**src/rtl/cpu_pkg.sv**
```systemverilog
// Shared definitions for the parametrised control unit: FSM state encodings,
// opcode map and ALU operation codes.
package cpu_pkg;

    localparam int DEF_REG_ADDR_W = 3;

    localparam logic [3:0] OP_MV   = 4'h0;
    localparam logic [3:0] OP_MVI  = 4'h1;
    localparam logic [3:0] OP_ADD  = 4'h2;
    localparam logic [3:0] OP_SUB  = 4'h3;
    localparam logic [3:0] OP_LD   = 4'h4;
    localparam logic [3:0] OP_ST   = 4'h5;
    localparam logic [3:0] OP_MVNZ = 4'h6;
    localparam logic [3:0] OP_AND  = 4'h7;
    localparam logic [3:0] OP_MVZ  = 4'h8;
    localparam logic [3:0] OP_HALT = 4'hF;

    localparam logic [1:0] ALU_ADD = 2'b00;
    localparam logic [1:0] ALU_SUB = 2'b01;
    localparam logic [1:0] ALU_AND = 2'b10;

    typedef enum logic [4:0] {
        S_IDLE    = 5'd0,
        S_LD_ADDR = 5'd1,
        S_PC_INC  = 5'd2,
        S_FETCH   = 5'd3,
        S_DECODE  = 5'd4,
        S_MV      = 5'd5,
        S_MVI1    = 5'd6,
        S_MVI2    = 5'd7,
        S_ALU1    = 5'd8,
        S_ALU2    = 5'd9,
        S_ALU3    = 5'd10,
        S_LD1     = 5'd11,
        S_LD2     = 5'd12,
        S_ST1     = 5'd13,
        S_ST2     = 5'd14,
        S_ST3     = 5'd15,
        S_SKIP    = 5'd16,
        S_HALTED  = 5'd17
    } state_t;

    function automatic logic [1:0] alu_op_of(input logic [3:0] op);
        case (op)
            OP_SUB:  return ALU_SUB;
            OP_AND:  return ALU_AND;
            default: return ALU_ADD;
        endcase
    endfunction

endpackage

```
**src/rtl/reg_decoder.sv**
```systemverilog
// Binary register index to one-hot select, used for the rX and rY fields.
module reg_decoder #(
    parameter int N = 3
) (
    input  logic [N-1:0]    i_sel,
    output logic [2**N-1:0] o_onehot
);

    always_comb begin
        o_onehot        = '0;
        o_onehot[i_sel] = 1'b1;
    end

endmodule

```
**src/rtl/control_unit_param.sv**
```systemverilog
// Multi-cycle control unit: fetches {opcode, rX, rY} over a wait-stated memory
// port and sequences the shared-bus datapath strobes for each instruction.
module control_unit_param
    import cpu_pkg::*;
#(
    parameter int  DATA_W     = 16,
    parameter int  REG_ADDR_W = DEF_REG_ADDR_W,
    localparam int IR_W       = 4 + 2*REG_ADDR_W,
    localparam int NREGS      = 2**REG_ADDR_W
) (
    input  logic              clk,
    input  logic              rst,
    input  logic              run,
    input  logic [DATA_W-1:0] din,
    input  logic              mem_ready,
    input  logic              g_zero,
    output logic [IR_W-1:0]   ir,
    output logic [4:0]        state,
    output logic [NREGS-1:0]  r_in,
    output logic [NREGS-1:0]  r_out,
    output logic              g_out,
    output logic              din_out,
    output logic              a_in,
    output logic              g_in,
    output logic [1:0]        alu_op,
    output logic              addr_in,
    output logic              dout_in,
    output logic              w_d,
    output logic              incr_pc,
    output logic              done,
    output logic              halted,
    output logic              illegal
);

    localparam logic [NREGS-1:0] PC_OH = {1'b1, {(NREGS-1){1'b0}}};

    state_t                r_state;
    logic [IR_W-1:0]       r_ir;
    logic                  r_illegal;

    logic [3:0]            w_opcode;
    logic [REG_ADDR_W-1:0] w_rx;
    logic [REG_ADDR_W-1:0] w_ry;
    logic [NREGS-1:0]      w_x_oh;
    logic [NREGS-1:0]      w_y_oh;
    logic                  w_x_is_pc;
    state_t                w_after_done;
    logic                  w_unused_din;

    assign w_opcode     = r_ir[IR_W-1 -: 4];
    assign w_rx         = r_ir[2*REG_ADDR_W-1 -: REG_ADDR_W];
    assign w_ry         = r_ir[REG_ADDR_W-1:0];
    assign w_x_is_pc    = &w_rx;
    assign w_after_done = run ? S_LD_ADDR : S_IDLE;
    assign w_unused_din = ^din;

    reg_decoder #(.N(REG_ADDR_W)) u_dec_x (.i_sel(w_rx), .o_onehot(w_x_oh));
    reg_decoder #(.N(REG_ADDR_W)) u_dec_y (.i_sel(w_ry), .o_onehot(w_y_oh));

    // NOTE: reset is sampled on the clock edge, so a wait state is abandoned
    // on the very next edge; all state updates are non-blocking.
    always_ff @(posedge clk) begin
        if (rst) begin
            r_state   <= S_IDLE;
            r_ir      <= '0;
            r_illegal <= 1'b0;
        end else begin
            case (r_state)
                S_IDLE:    if (run) r_state <= S_LD_ADDR;
                S_LD_ADDR: r_state <= S_PC_INC;
                S_PC_INC:  r_state <= S_FETCH;
                S_FETCH: begin
                    if (mem_ready) begin
                        r_ir    <= din[IR_W-1:0];
                        r_state <= S_DECODE;
                    end
                end
                S_DECODE: begin
                    case (w_opcode)
                        OP_MV:                  r_state <= S_MV;
                        OP_MVI:                 r_state <= S_MVI1;
                        OP_ADD, OP_SUB, OP_AND: r_state <= S_ALU1;
                        OP_LD:                  r_state <= S_LD1;
                        OP_ST:                  r_state <= S_ST1;
                        OP_MVNZ:                r_state <= g_zero ? S_SKIP : S_MV;
                        OP_MVZ:                 r_state <= g_zero ? S_MV : S_SKIP;
                        OP_HALT:                r_state <= S_HALTED;
                        default: begin
                            r_state   <= S_HALTED;
                            r_illegal <= 1'b1;
                        end
                    endcase
                end
                S_MV, S_ALU3, S_SKIP: r_state <= w_after_done;
                S_MVI1:    r_state <= S_MVI2;
                S_MVI2:    if (mem_ready) r_state <= w_after_done;
                S_ALU1:    r_state <= S_ALU2;
                S_ALU2:    r_state <= S_ALU3;
                S_LD1:     r_state <= S_LD2;
                S_LD2:     if (mem_ready) r_state <= w_after_done;
                S_ST1:     r_state <= S_ST2;
                S_ST2:     r_state <= S_ST3;
                S_ST3:     if (mem_ready) r_state <= w_after_done;
                S_HALTED:  r_state <= S_HALTED;
                default:   r_state <= S_IDLE;
            endcase
        end
    end

    // Strobes decode straight from the current state so a ready memory
    // completes its access in the same cycle it reports ready.
    always_comb begin
        r_in    = '0;
        r_out   = '0;
        g_out   = 1'b0;
        din_out = 1'b0;
        a_in    = 1'b0;
        g_in    = 1'b0;
        alu_op  = ALU_ADD;
        addr_in = 1'b0;
        dout_in = 1'b0;
        w_d     = 1'b0;
        incr_pc = 1'b0;
        done    = 1'b0;
        halted  = 1'b0;
        case (r_state)
            S_LD_ADDR: begin
                r_out   = PC_OH;
                addr_in = 1'b1;
            end
            S_PC_INC: incr_pc = 1'b1;
            S_MV: begin
                r_out = w_y_oh;
                r_in  = w_x_oh;
                done  = 1'b1;
            end
            S_MVI1: begin
                r_out   = PC_OH;
                addr_in = 1'b1;
            end
            S_MVI2: begin
                if (mem_ready) begin
                    din_out = 1'b1;
                    r_in    = w_x_oh;
                    done    = 1'b1;
                    incr_pc = !w_x_is_pc;
                end
            end
            S_ALU1: begin
                r_out = w_x_oh;
                a_in  = 1'b1;
            end
            S_ALU2: begin
                r_out  = w_y_oh;
                g_in   = 1'b1;
                alu_op = alu_op_of(w_opcode);
            end
            S_ALU3: begin
                g_out = 1'b1;
                r_in  = w_x_oh;
                done  = 1'b1;
            end
            S_LD1: begin
                r_out   = w_y_oh;
                addr_in = 1'b1;
            end
            S_LD2: begin
                if (mem_ready) begin
                    din_out = 1'b1;
                    r_in    = w_x_oh;
                    done    = 1'b1;
                end
            end
            S_ST1: begin
                r_out   = w_x_oh;
                dout_in = 1'b1;
            end
            S_ST2: begin
                r_out   = w_y_oh;
                addr_in = 1'b1;
            end
            S_ST3: begin
                w_d  = 1'b1;
                done = mem_ready;
            end
            S_SKIP:   done   = 1'b1;
            S_HALTED: halted = 1'b1;
            default: ;
        endcase
    end

    assign ir      = r_ir;
    assign state   = r_state;
    assign illegal = r_illegal;

endmodule
```
**config.mk**
```make
export PLATFORM = sky130hd
export DESIGN_NAME = control_unit_param
export DESIGN_NICKNAME = d
export VERILOG_FILES = /design/src/rtl/cpu_pkg.sv /design/src/rtl/reg_decoder.sv /design/src/rtl/control_unit_param.sv
export SDC_FILE = /design/constraint.sdc
export NUM_CORES = 1
export LEC_CHECK = 0
export BUFFER_PORTS_ARGS = -buffer_cell sky130_fd_sc_hd__buf_4
export CAP_MARGIN = 20
export CELL_PAD_IN_SITES_DETAIL_PLACEMENT = 1
export CELL_PAD_IN_SITES_GLOBAL_PLACEMENT = 2
export CORE_UTILIZATION = 26
export DETAILED_ROUTE_END_ITERATION = 10
export PLACE_DENSITY_LB_ADDON = 0.25
export SETUP_SLACK_MARGIN = 0.02
export SLEW_MARGIN = 25
export SYNTH_ARGS = -nofsm -noshare
export SYNTH_HDL_FRONTEND = slang
export SYNTH_HIERARCHICAL = 1
export SYNTH_SLANG_ARGS = --single-unit
export TNS_END_PERCENT = 100
```
**constraint.sdc**
```tcl
create_clock -name clk -period 1.5 [get_ports clk]
set_input_delay 0.15 -clock clk [delete_from_list [all_inputs] [get_ports clk]]
set_output_delay 0.15 -clock clk [all_outputs]
set_load 0.1 [all_outputs]
```
==> reports/results.ini <==
[global_routing]
antenna_found_initial = 0
track_usage_pct = 27.2
gr-total-overflow = 0
grt_max_degree = 17
grt_pass1_vias = 2310
grt_pass1_wl_um = 13000

[pwr]
clockPowerShare_pct = 13.2
pwr-share-seq_pct = 19.7
power_density_mw_per_mm2 = 688
p_sw_w = 0.00124
power.internal_w = 0.00140
p_leak_nw = 1.52
switching_share_pct = 47.0
finalPower_w = 0.00263
vdd_drop_max_mv = 0.445
combPwrFrac_pct = 67.1

[drt]
vias = 2246
ant_nets = 0
routed_via_density = 5.55
drc = 0
drtPass1Iterations = 4
wl_um = 9260
drt-initial-drc-count = 82
routedWlPerCell_um = 22.9

[sta]
rsz0062_at_grt = true
period_minus_slack_ns = 1.97
worstMarginPinSlew_ns = 0.482
finalMaxSlewViolations = 0
setup_viol = 44
fmax_ghz = 0.509
slew_headroom_pct = 67.8
hold_viol_final = 0
finalWorstSetupSlack_ns = -0.466
final.setup_skew_ns = 0.00581
period_share_pct = 131

[setup_path]
cp_cell_sequence = nand3b_1 > a21oi_2 > o21ai_2 > a21oi_2 > buf_6 > and2_4 > buf_12
cp.arrival_ns = 1.82
startpoint_type = flip-flop
required_ns = 1.35
crit_path_end_kind = output pin
worst_path_max_delay_cell = dfxtp_4
crit_top_cell = a21oi_2
criticalPathCategory = reg -> out
crit_fanout = 8
max_stage_delay_ns = 0.38

[hold_path]
hold_path_class = in -> reg

[job]
maxCapViolCount = 0

[synthesis]
ys_types = 50
synth_top_family_by_area = simple AND/OR/NAND/NOR gates
synth-xor-area-share_pct = 1.12
muxShareOfSynthArea_pct = 7.04
syn_area_sq_mm = 0.00156
synth-compound-area-share_pct = 21.8
avgSynthCellArea_sq_um = 7.59
synth_edf_count = 0
synth-simple-area-share_pct = 40.6
syn_inst = 206
synthFlopType = dfxtp_1
seq_area_frac_synth_pct = 20.5
ys_warn_count = 6
synth_fa_ha_area_share_pct = 0
ys_async_sr_fraction_pct = 0
syn_nets = 227
ys_ff_latch = 16

[placed_design]
io_buffers = 58
placed_area_sq_mm = 0.00274
place.gp.congestion = 0.846
dpl.hpwl_um = 4630
place_ws_ns = -0.300

[cts]
clk_latency_ns = 0.26
cts_tree = built
clk_path_buf_depth = 2
clock_sinks = 16
clockRootBuffer = clkbuf_8
cts.clk_slew.worst_paths_ns = 0.07
h-tree-depth = 1
cts_inserted_buffers = 3
hold_buffers = 0

[floorplan]
die_height_um = 79.6
fp.dieW_um = 79.6
coreArea_sq_mm = 0.00564
io_pins = 65
die_area_sq_mm = 0.00633
start_util_pct = 27.7
std_cell_rows = 27

[outcome]
violations = negative setup slack
outcome = complete, but fails checks

[final_layout]
final_area_sq_mm = 0.00383
drive_above_1_share_pct = 75.1
diodes = 0
synthToLayoutAreaGrowth_pct = 145
nets = 355
post-route-util_pct = 67.8

-- state kept, by name, summed over array words and instances, names as in the netlist --
name and cells:
ir 10, illegal 1, state 5
-- critical path, delay by kind of cell (launching register included) --
family	cells	cell delay [ns]
compound gates	3	0.47
flops	1	0.38
simple gates	2	0.37
buf+inv	2	0.33
-- logic make-up (layout without fill, tap and decap cells) --
| kind of cell | Yosys count | count (layout) |
|---|---|---|
| AOI/OAI and AO/OA | 48 | 48 |
| xor gates and xnor gates | 2 | 2 |
| buffers and inverters | 21 | 148 |
| DFF | 16 | 16 |
| muxes | 11 | 11 |
| and+or+nand+nor | 108 | 108 |
-- power groups by stage --
stage               Combinational, W  Sequential, W  Clock [W]
global route                 0.00182       0.000520   0.000365
CTS                          0.00149       0.000511   0.000349
floorplan                   0.000665       0.000656          0
detailed placement           0.00116       0.000512          0
finish                       0.00177       0.000518   0.000348
global placement             0.00116       0.000508          0
-- final cells by class --
cell class	instances	area [sq um]
clock buffers	4	45.0
fillers	562	1820
inverters	3	13.8
multi-input cells	169	1760
flip-flops and latches	16	367
well taps	72	90.1
repair buffers	141	1550
-- synthesized netlist by cell type, types with 4 or more instances --
master / number / share of area (%)
nand2b_1: 6 / 2.4
a31oi_1: 6 / 2.4
and3b_2: 6 / 3.8
nand2_1: 14 / 3.4
nor3b_1: 7 / 3.4
o21ai_0: 5 / 1.6
and2_1: 8 / 3.2
a22o_1: 8 / 4.5
buf_6: 5 / 3.6
a21oi_1: 11 / 3.5
nor2_1: 27 / 6.5
buf_4: 5 / 2.4
nor3_1: 10 / 3.2
nor2b_1: 4 / 1.6
dfxtp_1: 16 / 20
nor4_1: 5 / 2.0
mux2i_1: 11 / 7.0
-- worst paths after layout --
| path | from | to | slack (ns) | cells after the start |
|---|---|---|---|---|
| worst min-delay path | din[2] | ir[2] | 0.12 | 3 |
| worst max register to register | state[2] | ir[5] | -0.34 | 9 |
| worst min register to register | illegal | illegal | 0.55 | 2 |
| worst max-delay path | state[0] | r_in[4] | -0.47 | 7 |
-- what timing repair did --
item,in CTS,in global routing
resized for setup,141,34
setup endpoints to repair,44,45
buffers inserted,23,12
cloned,1,0
endpoints found under the hold margin,0,0
pin swaps,30,21
-- cell usage in the layout (no fill, tap or decap), types with 3 or more instances in the layout --
master,n
buf_4,77
clkbuf_8,3
nand3b_1,3
buf_12,27
nor2_1,20
dfxtp_4,11
nor3_1,5
and3b_2,6
nor3_4,4
nor2_4,6
dfxtp_2,4
nand2b_4,6
a22o_4,7
a21oi_1,5
nor4b_4,3
nor3b_1,6
nor2_2,3
buf_8,4
a31oi_1,3
and2_4,8
buf_6,33
a21oi_2,5
nand2_1,9
mux2i_1,10
nor4_4,6
-- per-layer routing --
layer / part of all wire, % / up-vias / global-route usage (%)
met5: 0 / - / 0
met4: 2.2 / 0 / 10.2
met3: 4.7 / 20 / 3.54
met2: 52 / 95 / 48.3
met1: 42 / 1126 / 32.9
li1: - / 1005 / -
-- per-stage QoR --
stage	TNS, ns	instances	hold slack (ns)
2_1_floorplan	-13.50	206	0.212
3_3_place_gp	-6.71	370	0.384
3_5_place_dp	-7.43	370	0.394
4_1_cts	-8.97	395	0.128
5_1_grt	-16.47	405	0.156
6_report	-14.52	405	0.122
Power figures use the tool's default switching activity.
